$ cat src/rtl/frame_sym_pkg.sv
// frame_sym_pkg
//   Shared definitions for the frame symbolizer and the downstream deframer.
//   Holds the 9-bit {K, byte} symbol constants, the symbolizer state enum
//   and a helper that builds a data symbol from a payload byte.
package frame_sym_pkg;

  localparam int SYM_W = 9;

  // Control symbols as {K flag, byte}.
  localparam logic [SYM_W-1:0] K_IDLE = 9'h1BC;  // K28.5 comma / idle
  localparam logic [SYM_W-1:0] K_SOF  = 9'h13C;  // K28.1 start of frame
  localparam logic [SYM_W-1:0] K_EOF  = 9'h1FD;  // K29.7 end of frame
  localparam logic [SYM_W-1:0] K_FILL = K_IDLE;  // in-frame filler when no byte is ready

  // Names used on the receive side; kept identical to the transmit values.
  localparam logic [SYM_W-1:0] DF_K_IDLE = K_IDLE;
  localparam logic [SYM_W-1:0] DF_K_SOF  = K_SOF;
  localparam logic [SYM_W-1:0] DF_K_EOF  = K_EOF;
  localparam logic [SYM_W-1:0] DF_K_FILL = K_FILL;

  typedef enum logic [2:0] {
    ST_IDLE,
    ST_SOF,
    ST_DATA,
    ST_CHK,
    ST_EOF,
    ST_DISCARD
  } frame_state_e;

  function automatic logic [SYM_W-1:0] data_sym(input logic [7:0] b);
    return {1'b0, b};
  endfunction

endpackage

$ cat src/rtl/sym_tick_gen.sv
// sym_tick_gen
//   Symbol-period divider. Counts 0..SYM_DIV-1 and wraps; tick_o is high in
//   the last cycle of every period. Shared with the serializer so both sides
//   see the same symbol phase.
// Ports:
//   clk    - clock
//   rst    - synchronous active-high reset (counter restarts at 0)
//   tick_o - one cycle high every SYM_DIV cycles
module sym_tick_gen #(
  parameter int SYM_DIV = 10
) (
  input  logic clk,
  input  logic rst,
  output logic tick_o
);

  localparam int CW = $clog2(SYM_DIV);

  logic [CW-1:0] div_cnt_q, div_cnt_d;

  assign tick_o = (div_cnt_q == CW'(SYM_DIV - 1));

  always_comb begin
    div_cnt_d = div_cnt_q + 1'b1;
    if (tick_o) div_cnt_d = '0;
  end

  always_ff @(posedge clk) begin
    if (rst) div_cnt_q <= '0;
    else     div_cnt_q <= div_cnt_d;
  end

endmodule

$ cat src/rtl/frame_symbolizer.sv
// frame_symbolizer
//   Wraps a valid/ready/last byte stream into frames of
//   SOF, payload bytes, XOR checksum, EOF, emitting one 9-bit {K, byte}
//   symbol per SYM_DIV-cycle symbol period. K28.5 idles fill the gaps
//   between frames (at least MIN_IDLE of them). Frames longer than MAX_LEN
//   are cut at MAX_LEN bytes, the remainder is drained and trunc_err latches.
// Ports:
//   clk, rst          - clock, synchronous active-high reset
//   s_data/s_last     - payload byte and end-of-frame marker
//   s_valid/s_ready   - input handshake (transfer on both high at the edge)
//   sym_out/sym_stb   - registered symbol and its one-cycle update strobe
//   frame_cnt         - completed frames, wraps at 2^16
//   trunc_err         - sticky over-length flag
module frame_symbolizer
  import frame_sym_pkg::*;
#(
  parameter int SYM_DIV  = 10,
  parameter int MIN_IDLE = 2,
  parameter int MAX_LEN  = 256
) (
  input  logic        clk,
  input  logic        rst,
  input  logic [7:0]  s_data,
  input  logic        s_last,
  input  logic        s_valid,
  output logic        s_ready,
  output logic [8:0]  sym_out,
  output logic        sym_stb,
  output logic [15:0] frame_cnt,
  output logic        trunc_err
);

  logic         tick;
  frame_state_e state_q, state_d;
  logic [8:0]   sym_q, sym_d;
  logic         sym_stb_q;
  logic [7:0]   chk_q, chk_d;
  logic [15:0]  len_q, len_d;
  logic [15:0]  idle_cnt_q, idle_cnt_d;
  logic [15:0]  frame_cnt_q, frame_cnt_d;
  logic         trunc_q, trunc_d;
  logic         last_seen_q, last_seen_d;
  logic         accept;
  logic         len_at_max;
  logic [15:0]  idle_inc;

  sym_tick_gen #(
    .SYM_DIV(SYM_DIV)
  ) u_tick (
    .clk   (clk),
    .rst   (rst),
    .tick_o(tick)
  );

  // DATA takes at most one byte per symbol period, on the tick.
  // DISCARD drains at full clock rate, but stops once the frame's last byte
  // has gone so the next frame's first byte is held for its own SOF.
  always_comb begin
    s_ready = 1'b0;
    if (state_q == ST_DATA)         s_ready = tick;
    else if (state_q == ST_DISCARD) s_ready = ~last_seen_q;
  end

  assign accept     = s_valid & s_ready;
  assign len_at_max = (({1'b0, len_q} + 17'd1) == 17'(MAX_LEN));
  // Idle count after this IDLE symbol, saturating at MIN_IDLE; the SOF
  // decision uses it so exactly MIN_IDLE idles separate frames.
  assign idle_inc   = (idle_cnt_q < 16'(MIN_IDLE)) ? idle_cnt_q + 16'd1 : idle_cnt_q;

  always_comb begin
    state_d     = state_q;
    sym_d       = sym_q;
    chk_d       = chk_q;
    len_d       = len_q;
    idle_cnt_d  = idle_cnt_q;
    frame_cnt_d = frame_cnt_q;
    trunc_d     = trunc_q;
    last_seen_d = last_seen_q;

    // Remember a last byte dropped between ticks.
    if ((state_q == ST_DISCARD) && accept && s_last) last_seen_d = 1'b1;

    if (tick) begin
      unique case (state_q)
        ST_IDLE: begin
          sym_d      = K_IDLE;
          idle_cnt_d = idle_inc;
          if ((idle_inc >= 16'(MIN_IDLE)) && s_valid) state_d = ST_SOF;
        end
        ST_SOF: begin
          sym_d       = K_SOF;
          chk_d       = 8'h00;
          len_d       = 16'd0;
          last_seen_d = 1'b0;
          state_d     = ST_DATA;
        end
        ST_DATA: begin
          if (accept) begin
            sym_d = data_sym(s_data);
            chk_d = chk_q ^ s_data;
            len_d = len_q + 16'd1;
            // A last byte landing exactly on MAX_LEN closes the frame cleanly.
            if (s_last) begin
              state_d = ST_CHK;
            end else if (len_at_max) begin
              trunc_d = 1'b1;
              state_d = ST_DISCARD;
            end
          end else begin
            sym_d = K_FILL;
          end
        end
        ST_DISCARD: begin
          sym_d = K_FILL;
          if (last_seen_q || (accept && s_last)) begin
            last_seen_d = 1'b0;
            state_d     = ST_CHK;
          end
        end
        ST_CHK: begin
          sym_d   = data_sym(chk_q);
          state_d = ST_EOF;
        end
        ST_EOF: begin
          sym_d       = K_EOF;
          frame_cnt_d = frame_cnt_q + 16'd1;
          idle_cnt_d  = 16'd0;
          state_d     = ST_IDLE;
        end
        default: begin
          state_d = ST_IDLE;
        end
      endcase
    end
  end

  always_ff @(posedge clk) begin
    if (rst) begin
      state_q     <= ST_IDLE;
      sym_q       <= K_IDLE;
      sym_stb_q   <= 1'b0;
      chk_q       <= 8'h00;
      len_q       <= 16'd0;
      idle_cnt_q  <= 16'd0;
      frame_cnt_q <= 16'd0;
      trunc_q     <= 1'b0;
      last_seen_q <= 1'b0;
    end else begin
      state_q     <= state_d;
      sym_q       <= sym_d;
      sym_stb_q   <= tick;
      chk_q       <= chk_d;
      len_q       <= len_d;
      idle_cnt_q  <= idle_cnt_d;
      frame_cnt_q <= frame_cnt_d;
      trunc_q     <= trunc_d;
      last_seen_q <= last_seen_d;
    end
  end

  assign sym_out   = sym_q;
  assign sym_stb   = sym_stb_q;
  assign frame_cnt = frame_cnt_q;
  assign trunc_err = trunc_q;

endmodule

$ cat config.mk
export PLATFORM = sky130hd
export DESIGN_NAME = frame_symbolizer
export DESIGN_NICKNAME = d
export VERILOG_FILES = /design/src/rtl/frame_sym_pkg.sv /design/src/rtl/sym_tick_gen.sv /design/src/rtl/frame_symbolizer.sv
export SDC_FILE = /design/constraint.sdc
export NUM_CORES = 1
export LEC_CHECK = 0
export CORE_ASPECT_RATIO = 1.4
export CORE_MARGIN = 8
export CORE_UTILIZATION = 58
export CTS_BUF_LIST = sky130_fd_sc_hd__clkbuf_4
export DETAILED_ROUTE_END_ITERATION = 7
export GPL_TIMING_DRIVEN = 1
export PLACE_DENSITY = 0.9
export SLEW_MARGIN = 25
export SYNTH_ARGS = -nofsm -noshare
export SYNTH_HDL_FRONTEND = slang
export SYNTH_SLANG_ARGS = --single-unit
$ cat constraint.sdc
create_clock -name clk -period 2.1 [get_ports clk]
set_input_delay 0.42 -clock clk [delete_from_list [all_inputs] [get_ports clk]]
set_output_delay 0.42 -clock clk [all_outputs]
set_load 0.05 [all_outputs]
==> impl_metrics.csv <==
group,metric,value,unit
worst_setup_path,end_kind,"primary output",
status,status,"complete, no violations",
sta,timing.hold.ws,0.450,ns
floorplanning,coreArea,6080,um^2
power,total_power,2.40,mW
route,finalWirelength,8.98,mm
synth,synth_top_area_share,0.421,
synth,synthCells,415,
placed_design,gp_congestion,0.892,
route,antenna_left,0,
global_route,gr-total-overflow,0,
synth,syn_area,3570,um^2
final_layout,antenna-diode-count,0,
clock_tree,cts.path.max_buffers,2,
min_path,min_from,"u_tick.div_cnt_q[0]",
route,first_pass_iters,5,
placed_design,placed_cell_area,4140,um^2
floorplanning,pin_count,40,
global_route,antenna_found_initial,0,
min_path,holdCritPathClass,"flop to flop",
sta,setup_viol,0,
floorplanning,rows,34,
worst_setup_path,crit_arrival,1.65,ns
worst_setup_path,rr_startpoint,"len_q[0]",
global_route,grt_pass1_vias,3290,
synth,yosys-top-cells-count,"75 x dfxtp_1, 48 x nor2_1, 41 x nand2_1",
worst_setup_path,rrSetupSlack,0.13,ns
final_layout,instances_no_fill,540,
route,via_per_inst,6.22,
placed_design,dp_hpwl,6.48,mm
synth,synth_top_cell_by_area,"dfxtp_1",
sta,finalClockSkew,0.0117,ns
worst_setup_path,r2r_cells,6,
synth,async_flop_share,0,
clock_tree,cts_hold_buffers,0,
global_route,grtUsageTotal,0.206,
synth,synthTopCellsByArea,"dfxtp_1 42%, nor2_1 5.0%, nand2_1 4.3%",
power,leakage,1.63,nW
sta,drv_slew,0,
synth,synth_top_flop_cell,"dfxtp_1",
worst_setup_path,worstSetupPathType,"flop to primary output",
power,vdd_ir_drop_max,0.000472,V
final_layout,final_nets,481,
floorplanning,die_h,109,um
clock_tree,cts_root_buffer,"clkbuf_4",
route,vias,3361,
route,route.detailed.drc,0,
worst_setup_path,cp.required,1.68,ns
clock_tree,cts.sinks,75,
floorplanning,start_util,0.587,
min_path,hold_end,"u_tick.div_cnt_q[0]",
final_layout,drive_gt1_frac,0.156,
synth,synth-edff-count,0,
sta,slew_headroom,0.481,
synth,ys_seq_elements,75,
clock_tree,cts_made_buffers,9,
worst_setup_path,worstSetupStartpointType,"flop",
clock_tree,h-tree-depth,3,
global_route,grt_pass1_wl,14.6,mm
sta,fin_crit_sh,0.984,
placed_design,io_buffers,39,
synth,syn_nets,432,
floorplanning,die_w,82.3,um
min_path,hold_depth,1,
final_layout,area_delta_synth_final,21.7,%
clock_tree,cts_tree,"built",
sta,tightest_slew,0.778,ns
global_route,grt_max_degree,18,
clock_tree,insertion_delay,0.43,ns
floorplanning,die-area,8960,um^2
power,powerDensity,554,nW/um^2
route,routedWlPerCell,16.6,um
synth,synth_cell_types,58,
sta,hold_viol_final,0,
worst_setup_path,cp_max_fo,8,
sta,final.min_clock_period,2.07,ns
flow_run,max_cap_viol_count,0,
route,drt_iter0_drc,237,
synth,yosysMostFrequentCell,"dfxtp_1",
worst_setup_path,regToRegEndpoint,"state_q[2]",
final_layout,stdcell_area,4340,um^2
sta,fmax,0.484,GHz
synth,yosysSeqAreaShare,0.421,
synth,avgSynthCellArea,8.60,um^2
clock_tree,path_clk_slew,0.12,ns
synth,ys_warn_count,0,
placed_design,dp_cells,522,
-- final cells by class --
type                            count  area, um^2
Multi-Input combinational cell    306        1970
Fill cell                         465        1740
Sequential cell                    75        1520
Timing Repair Buffer               65         603
Tap cell                           72        90.1
Clock buffer                        9        67.6
Clock inverter                      6        67.6
Inverter                            7        26.3
-- how the worst max path moves through the flow --
stage / start / end / slack [ns]
2_1_floorplan: u_tick.div_cnt_q[0] / s_ready / 0.15
3_3_place_gp: s_valid / state_q[1] / -0.04
3_5_place_dp: s_valid / state_q[2] / -0.14
4_1_cts: state_q[1] / s_ready / -0.05
5_1_grt: state_q[1] / s_ready / -0.04
6_report: state_q[1] / s_ready / 0.03
-- through the flow --
stage | setup TNS (ns) | worst slack (ns) | utilization
2_1_floorplan | 0 | 0.154 | -
3_3_place_gp | -0.0372 | -0.0372 | 0.680
3_5_place_dp | -0.348 | -0.142 | 0.680
4_1_cts | -0.0457 | -0.0457 | 0.701
5_1_grt | -0.0410 | -0.0410 | 0.714
6_report | 0 | 0.0339 | 0.714
-- cells in the final DEF, fill, tap and decap left out, types with 10 or more instances in the layout --
master            n
xor2_1           15
dfxtp_1          65
dlygate4sd2_1    10
buf_4            25
a21oi_1          22
nand3_1          12
nand2_1          41
clkdlybuf4s50_1  25
and2_1           15
o21ai_0          19
nor2_1           48
nand4_1          11
-- cells by family after synthesis --
| family | share of synthesized area |
|---|---|
| mux | 0.0168 |
| compound gates | 0.187 |
| simple gates | 0.261 |
| buf+inv | 0.0386 |
| fa+ha+maj | 0.0175 |
| xor+xnor | 0.0589 |
| flops | 0.421 |
-- state kept, by name, indices dropped and copies added, names as in the netlist --
signal            flops
frame_cnt            16
idle_cnt_q           16
len_q                16
sym_out               9
chk_q                 8
u_tick.div_cnt_q      4
state_q               3
last_seen_q           1
sym_stb               1
trunc_err             1
-- report_power, final --
part	internal, mW	leakage, nW	total (mW)	switching [mW]
combinational	0.0389	0.955	0.0865	0.0476
clock	0.357	0.0680	0.886	0.528
sequential	1.43	0.610	1.43	0.00516
total	1.82	1.63	2.40	0.581
-- critical path: stages (launching register included) --
cell	delay, ns
dfxtp_1	0.52
nor3b_2	0.33
a21o_1	0.22
buf_12	0.15
-- metal layers --
metal	vias up	GRT usage	share of wire
met5	-	0	0
met4	0	0.137	0.049
met3	50	0.0371	0.051
met2	132	0.362	0.52
met1	1579	0.214	0.38
li1	1600	-	-
-- timing repair --
item,CTS,global route
endpoints found under the setup margin,11,8
hold endpoints to repair,0,0
pin swaps,0,6
gates resized for setup,12,20
setup buffers,0,3
(Power assumes the default switching activity.)
